===== src/rtl/fetch_pkg.sv =====
// Shared constants and types for the femtoRV32 instruction fetch front end.
// Optional feature macro used by fetch_unit: FETCH_PERF_EN (stall counter).
package fetch_pkg;

  localparam int unsigned DEPTH_DEFAULT    = 4;
  localparam int unsigned DEPTH_LOG2       = $clog2(DEPTH_DEFAULT);
  localparam logic [31:0] RESET_PC_DEFAULT = 32'h0000_0000;

  typedef struct packed {
    logic [31:0] pc;
    logic [31:0] data;
  } fetch_entry_t;

  function automatic logic [31:0] align_word(input logic [31:0] addr);
    return {addr[31:2], 2'b00};
  endfunction

endpackage


===== src/rtl/fetch_fifo.sv =====
// Prefetch FIFO of {pc, data} entries; pointers wrap modulo DEPTH (a power of two),
// full/empty come from the occupancy count, flush empties it in one cycle.
module fetch_fifo
  import fetch_pkg::*;
#(
  parameter int unsigned DEPTH = DEPTH_DEFAULT
) (
  input  logic                       clk,
  input  logic                       rst,
  input  logic                       push,
  input  fetch_entry_t               push_entry,
  input  logic                       pop,
  input  logic                       flush,
  output fetch_entry_t               head,
  output logic [$clog2(DEPTH):0]     count,
  output logic                       empty
);

  localparam int unsigned PW = $clog2(DEPTH);
  localparam int unsigned CW = PW + 1;

  fetch_entry_t   mem [DEPTH];
  logic [PW-1:0]  wr_ptr;
  logic [PW-1:0]  rd_ptr;
  logic           full;
  logic           do_push;
  logic           do_pop;

  assign full    = (count == CW'(DEPTH));
  assign empty   = (count == '0);
  assign do_push = push && !full;
  assign do_pop  = pop && !empty;
  assign head    = mem[rd_ptr];

  always_ff @(posedge clk or negedge rst) begin
    if (!rst) begin
      wr_ptr <= '0;
      rd_ptr <= '0;
      count  <= '0;
      for (int i = 0; i < int'(DEPTH); i++) begin
        mem[i] <= '0;
      end
    end else if (flush) begin
      wr_ptr <= '0;
      rd_ptr <= '0;
      count  <= '0;
    end else begin
      if (do_push) begin
        mem[wr_ptr] <= push_entry;
        wr_ptr      <= wr_ptr + 1'b1;
      end
      if (do_pop) begin
        rd_ptr <= rd_ptr + 1'b1;
      end
      count <= count + CW'(do_push) - CW'(do_pop);
    end
  end

endmodule


===== src/rtl/fetch_unit.sv =====
// Instruction fetch front end: PC sequencing, credit-limited imem requests, discard of
// responses orphaned by a redirect. Define FETCH_PERF_EN to add the stall_cnt port.
module fetch_unit
  import fetch_pkg::*;
#(
  parameter int unsigned DEPTH    = DEPTH_DEFAULT,
  parameter logic [31:0] RESET_PC = RESET_PC_DEFAULT
) (
  input  logic        clk,
  input  logic        rst,
  output logic        imem_req,
  output logic [31:0] imem_addr,
  input  logic        imem_gnt,
  input  logic        imem_rvalid,
  input  logic [31:0] imem_rdata,
  output logic        inst_valid,
  input  logic        inst_ready,
  output logic [31:0] inst_data,
  output logic [31:0] inst_pc,
  input  logic        redirect,
  input  logic [31:0] redirect_pc
`ifdef FETCH_PERF_EN
  ,
  output logic [31:0] stall_cnt
`endif
);

  localparam int unsigned CW = $clog2(DEPTH) + 1;

  logic [31:0]   fetch_pc;
  logic [31:0]   resp_pc;
  logic [CW-1:0] inflight;
  logic [CW-1:0] inflight_nxt;
  logic [CW-1:0] discard;
  logic [CW-1:0] count;
  logic [CW:0]   used;
  logic          empty;
  logic          grant;
  logic          rsp;
  logic          keep;
  logic          pop;
  logic [31:0]   new_pc;
  fetch_entry_t  head;
  fetch_entry_t  push_entry;

  // Buffered words plus outstanding requests never exceed DEPTH, so a response always has room.
  assign used      = {1'b0, count} + {1'b0, inflight};
  assign imem_req  = rst && (used < (CW + 1)'(DEPTH)) && !redirect;
  assign imem_addr = fetch_pc;
  assign grant     = imem_req && imem_gnt;

  assign rsp          = imem_rvalid && (inflight != '0);
  assign keep         = rsp && (discard == '0) && !redirect;
  assign inflight_nxt = inflight + CW'(grant) - CW'(rsp);
  assign new_pc       = align_word(redirect_pc);

  // Decode handshake: a word transfers in any cycle with inst_valid && inst_ready; inst_valid
  // never depends on inst_ready, and data/pc stay stable while inst_valid is held.
  assign inst_valid = !empty && !redirect;
  assign pop        = inst_valid && inst_ready;
  assign inst_pc    = head.pc;
  assign inst_data  = head.data;

  assign push_entry.pc   = resp_pc;
  assign push_entry.data = imem_rdata;

  always_ff @(posedge clk or negedge rst) begin
    if (!rst) begin
      fetch_pc <= RESET_PC;
      resp_pc  <= RESET_PC;
      inflight <= '0;
      discard  <= '0;
    end else begin
      inflight <= inflight_nxt;
      if (redirect) begin
        // Every request still outstanding after this cycle belongs to the old path.
        fetch_pc <= new_pc;
        resp_pc  <= new_pc;
        discard  <= inflight_nxt;
      end else begin
        if (grant) fetch_pc <= fetch_pc + 32'd4;
        if (keep) resp_pc <= resp_pc + 32'd4;
        if (rsp && (discard != '0)) discard <= discard - 1'b1;
      end
    end
  end

  fetch_fifo #(.DEPTH(DEPTH)) u_fifo (
    .clk        (clk),
    .rst        (rst),
    .push       (keep),
    .push_entry (push_entry),
    .pop        (pop),
    .flush      (redirect),
    .head       (head),
    .count      (count),
    .empty      (empty)
  );

`ifdef FETCH_PERF_EN
  always_ff @(posedge clk or negedge rst) begin
    if (!rst) begin
      stall_cnt <= '0;
    end else if (inst_ready && !inst_valid && !redirect && (stall_cnt != 32'hFFFF_FFFF)) begin
      stall_cnt <= stall_cnt + 32'd1;
    end
  end
`endif

endmodule


===== config.mk =====
export PLATFORM = sky130hd
export DESIGN_NAME = fetch_unit
export DESIGN_NICKNAME = d
export VERILOG_FILES = /design/src/rtl/fetch_pkg.sv /design/src/rtl/fetch_fifo.sv /design/src/rtl/fetch_unit.sv
export SDC_FILE = /design/constraint.sdc
export NUM_CORES = 1
export LEC_CHECK = 0
export ABC_AREA = 1
export CAP_MARGIN = 30
export CORE_AREA = 2 2 182 184
export CTS_BUF_LIST = sky130_fd_sc_hd__clkbuf_2
export DETAILED_ROUTE_END_ITERATION = 10
export DIE_AREA = 0 0 184 186
export PLACE_DENSITY = 0.69
export RECOVER_POWER = 50
export SLEW_MARGIN = 10
export SYNTH_ARGS = -nofsm -noshare
export SYNTH_HDL_FRONTEND = slang
export SYNTH_SLANG_ARGS = --single-unit

===== constraint.sdc =====
create_clock -name clk -period 8.5 [get_ports clk]
set_clock_uncertainty 0.1 [all_clocks]
set_input_delay 1.7 -clock clk [delete_from_list [all_inputs] [get_ports clk]]
set_output_delay 1.7 -clock clk [all_outputs]
set_load 0.01 [all_outputs]

# Word level (Yosys, flattened, before mapping)
# Cells that the tools add are included.
# word_totals
reg_bits	333
word_cells	75
# classes
n_eq_ne	1
n_reduce_logical	25
add_sub_neg	10
n_bitwise	3
n_mux	17
order_cmp	4
# ops
cell	n
bitwise mux 256 bit	1
2-to-1 mux 64 bit	3
binary-select mux 64 bit (select 2 bit)	1
demux 64 bit (select 2 bit)	1
2-to-1 mux 32 bit	4
adder 32 x 3 -> 32 bit, second input constant	2
logical AND 1 bit	12
nonzero test 2 bit	5
2-to-1 mux 3 bit	3
2-to-1 mux 2 bit	4
adder 3 x 1 -> 3 bit	2
>= comparator 3 bit, second input constant	2
zero test 3 bit	2
NOT 2 -> 3 bit	2
nonzero test 3 bit	2
subtractor 3 x 1 -> 3 bit	2
adder 2 x 1 -> 2 bit, second input constant	2
adder 3 x 3 -> 4 bit	1
less-than comparator 4 x 3 -> 1 bit, second input constant	1
equality test 3 bit, second input constant	1
zero test 1 bit	3
less-than comparator 3 x 1 -> 1 bit, second input constant	1
subtractor 3 x 1 -> 3 bit, second input constant	1
AND reduction 2 bit	1
NOT 1 bit	1

# Logic depth before layout (Yosys ltp)
# logic_depth
word_depth	8
depth_mapped	15
mapped_depth_nobuf	14

# Hierarchy
# Synthesis repeated with hierarchy kept, for this count alone.
# hier_totals
hier_cells	2278
hier_area_um2	17550.6
# by_module_without_submodules
mod	cells_per_inst	n_inst	area_each_um2
fetch_fifo	1554	1	12779.8
fetch_unit	724	1	4770.8

# Worst setup path after synthesis
# No wires, ideal clock.
# synth_timing
path_type	in2out
startpoint	input redirect
endpoint	output inst_valid
setup_slack_ns	4.408
n_path_buf	2
stages	3
arrival_ns	2.292
t_required_ns	6.700
path_cell_list	buf_2 > buf_1 > a31oi_1
# synth_via
elab_chain_cells	2
# synth_lines
element	line_no	rtl
from (decl)	fetch_unit.sv:20	input logic redirect,
zero test 1 bit	fetch_unit.sv:59	assign inst_valid = !empty && !redirect;
logical AND 1 bit	fetch_unit.sv:59	
to (decl)	fetch_unit.sv:16	output logic inst_valid,
# Every way passes these cells.

# Final worst setup path
# layout_timing
startpoint	input redirect
endpoint	register u_fifo.mem[112] (netlist name)
# layout_via
elab_chain_cells	4
word_cells_on_any_way	5
classes_between	bitwise (1); reduce/logical (4)
# layout_lines
element	line_no	rtl
zero test 1 bit	fetch_unit.sv:53	assign keep = rsp && (discard == '0) && !redirect;
logical AND 1 bit	fetch_unit.sv:53	
logical AND 1 bit	fetch_fifo.sv:31	assign do_push = push && !full;
AND reduction 2 bit (no source line) *	n/a	
to (signal, indexed assignment)	fetch_fifo.sv:49	mem[wr_ptr] <= push_entry;
to (decl)	fetch_fifo.sv:22	fetch_entry_t mem [DEPTH];
# Every way passes the cells marked *; elsewhere a longest branch is shown, timed or not.
# A chain may end at the register's enable or synchronous reset.

==> impl_metrics.py <==
metrics = {
    "setup_path": {
        "timing.rr.start": "discard[0]$_DFFE_PN0P_",
        "r2r_slack_ps": 3150,
        "reg2reg_to": "u_fifo.mem[112]$_DFFE_PN0P_",
        "start_kind": "input port",
        "crit_fanout": 72,
        "cp-end-kind": "flop",
        "cp.arrival_ps": 7220,
        "cp_data_required_time_ps": 9110,
        "r2r_cells": 11,
        "crit_type": "input port to flop",
    },
    "clocking": {
        "clk_pin_slew_ps": 90,
        "clock_latency_ps": 890,
        "cts_tree": "done",
        "cts_hold_buf": 0,
        "ctsRootBufferMaster": "clkbuf_2",
        "post_cts_buffers": 0,
        "htreeDepth": 3,
        "cts_buffers": 85,
        "cts_resized": 0,
        "clk_path_buf_depth": 3,
        "clkSinkCount": 321,
    },
    "run_status": {
        "outcome": "finished with violations",
        "violations": "max-capacitance violations, max-slew violations",
    },
    "placement": {
        "io_buffers": 161,
        "dp_cells": 2533,
        "dp_hpwl_um": 27500,
        "globalplace.congestion": 0.960,
        "place_area_sq_um": 17800,
    },
    "sta": {
        "tightest_slew_ps": 4120,
        "rsz0062_at_grt": "no",
        "slew_headroom": -1.75,
        "fin_hold_ws_ps": 400,
        "hold_viol_final": 0,
        "period_minus_slack_ps": 6610,
        "max_freq_mhz": 151,
        "drv_slew": 355,
        "tns_ps": 0,
        "setup_viol": 0,
        "timing.final.crit_share": 0.777,
    },
    "finish": {
        "drive_above_1_share": 0.0747,
        "fin_util": 0.573,
        "area_growth_pct": 15.2,
        "layout_commonest_cell": "nand2_1",
        "fin_nets": 2298,
        "stdcell_count": 2684,
        "final_cell_mix": "nand2_1, nor2_1, dfrtp_1",
        "stdcell_area_sq_um": 18400,
    },
    "synthesis": {
        "yosys_most_used_dff": "dfrtp_1",
        "synth.avg_cell_area_sq_um": 7.76,
        "synth_cell_types": 39,
        "synthCells": 2065,
        "ys_warn_count": 0,
        "syn_area_sq_um": 16000,
        "synth_seq_area_share": 0.501,
        "ys_seq_elements": 321,
        "synth_edf_count": 0,
        "synthArstFlopShare": 1.00,
    },
    "drt": {
        "vias": 14690,
        "avgViaCountPerCell": 5.47,
        "first_pass_iters": 6,
        "totalWireLength_um": 45300,
        "drc": 0,
        "ant_nets": 0,
        "drtIter0Drc": 1175,
        "wl_per_cell_um": 16.9,
    },
    "min_path": {
        "min_to": "u_fifo.mem[128]$_DFFE_PN0P_",
        "hold_class": "flop to flop",
        "hold_depth": 2,
        "hp-start": "u_fifo.mem[128]$_DFFE_PN0P_",
    },
    "floorplan": {
        "dieArea_sq_um": 34200,
        "start_util": 0.497,
        "die_x_um": 184,
        "coreArea_sq_um": 32200,
        "die_h_um": 186,
        "ios": 168,
        "rows": 66,
    },
    "power_and_ir_drop": {
        "ir_drop_mv": 0.171,
        "p_leak_nw": 9.24,
        "powerDensity_nw_per_um2": 282,
    },
    "global_routing": {
        "grt_first_pass_wirelength_um": 73400,
        "grtUsageTotal": 0.271,
        "first_global_vias": 14135,
        "grt_overflow": 0,
        "grt_max_degree": 169,
        "antenna_found_initial": 1,
    },
    "job": {
        "max_cap_viol_count": 5,
    },
}
[how the worst max path moves through the flow]
stage	start	cells after the start	end
final	redirect	9	u_fifo.mem[112]$_DFFE_PN0P_
after global routing	redirect	9	u_fifo.mem[105]$_DFFE_PN0P_
after CTS	u_fifo.rd_ptr[0]$_DFFE_PN0P_	5	inst_pc[12]
after detailed placement	u_fifo.rd_ptr[0]$_DFFE_PN0P_	5	inst_pc[12]
after global placement	imem_rvalid	8	u_fifo.mem[117]$_DFFE_PN0P_
after floorplan	redirect	3	inst_valid
[cell usage after synthesis, types with 8 or more instances]
| master | instances | area share |
|---|---|---|
| nor2_1 | 336 | 0.079 |
| buf_6 | 8 | 0.0056 |
| o21ai_0 | 303 | 0.095 |
| dfrtp_1 | 321 | 0.50 |
| buf_1 | 10 | 0.0023 |
| o211ai_1 | 18 | 0.0084 |
| nand3_1 | 68 | 0.021 |
| o22ai_1 | 62 | 0.024 |
| buf_2 | 25 | 0.0078 |
| nand2_1 | 514 | 0.12 |
| buf_4 | 11 | 0.0052 |
| inv_1 | 104 | 0.024 |
| nand4_1 | 10 | 0.0039 |
| a21oi_1 | 123 | 0.038 |
| ha_1 | 14 | 0.011 |
| clkbuf_1 | 69 | 0.016 |
| xor2_1 | 19 | 0.010 |
[critical path, cell delays in order]
cell and delay (ps):
buf_2 70, clkbuf_1 1420, nor2_1 810, nand2_1 730, clkbuf_1 1490, nor2_8 160, buf_4 500, nor2_1 190
a21oi_1 60
[power by group]
group / switching, mW / leakage (nW) / internal, mW
combinational: 1.13 / 4.43 / 0.909
clock: 0.632 / 0.596 / 0.418
sequential: 0.256 / 4.22 / 1.86
total: 2.02 / 9.24 / 3.18
[stage by stage]
| stage | total power [mW] | setup WS (ps) |
|---|---|---|
| 2_1_floorplan | 3.20 | 4410 |
| 3_3_place_gp | 4.14 | 3250 |
| 3_5_place_dp | 4.19 | 3500 |
| 4_1_cts | 5.25 | 2520 |
| 5_1_grt | 5.59 | 1280 |
| 6_report | 5.20 | 1890 |
[final cells by class]
type                    count  area (sq um)
fillers                  3061         13800
diodes                      1          2.50
repair buffers            182          1780
multi-input cells        1512          6960
clock inverters            13          53.8
clock buffers             137           686
inverters                 110           414
well taps                 408           510
flip-flops and latches    321          8040
[per-layer routing]
layer	vias to the layer above	part of all wire	routed length (um)	global-route usage
li1	7103	-	-	-
met1	6966	0.42	18900	0.352
met2	522	0.48	21800	0.450
met3	99	0.062	2800	0.0421
met4	0	0.037	1690	0.123
met5	-	0	0	0
[registers in the layout, summed over array words and instances, names as in the netlist]
name           flops
discard            3
imem_addr         30
inflight           3
resp_pc           30
u_fifo.count       3
u_fifo.mem       248
u_fifo.rd_ptr      2
u_fifo.wr_ptr      2
[cell families (layout without fill, tap and decap cells)]
kind of cell / count (synthesis) / in the layout / synth area share
adder cells (fa/ha/maj): 16 / 16 / 0.0134
flip-flops: 321 / 321 / 0.501
AO/OA/AOI/OAI: 520 / 520 / 0.172
XOR/XNOR: 26 / 26 / 0.0142
other: 1 / 5 / 0.000234
buffers and inverters: 235 / 442 / 0.0635
AND/OR/NAND/NOR: 946 / 946 / 0.235
Note: power is estimated with default switching activity, not from simulation.
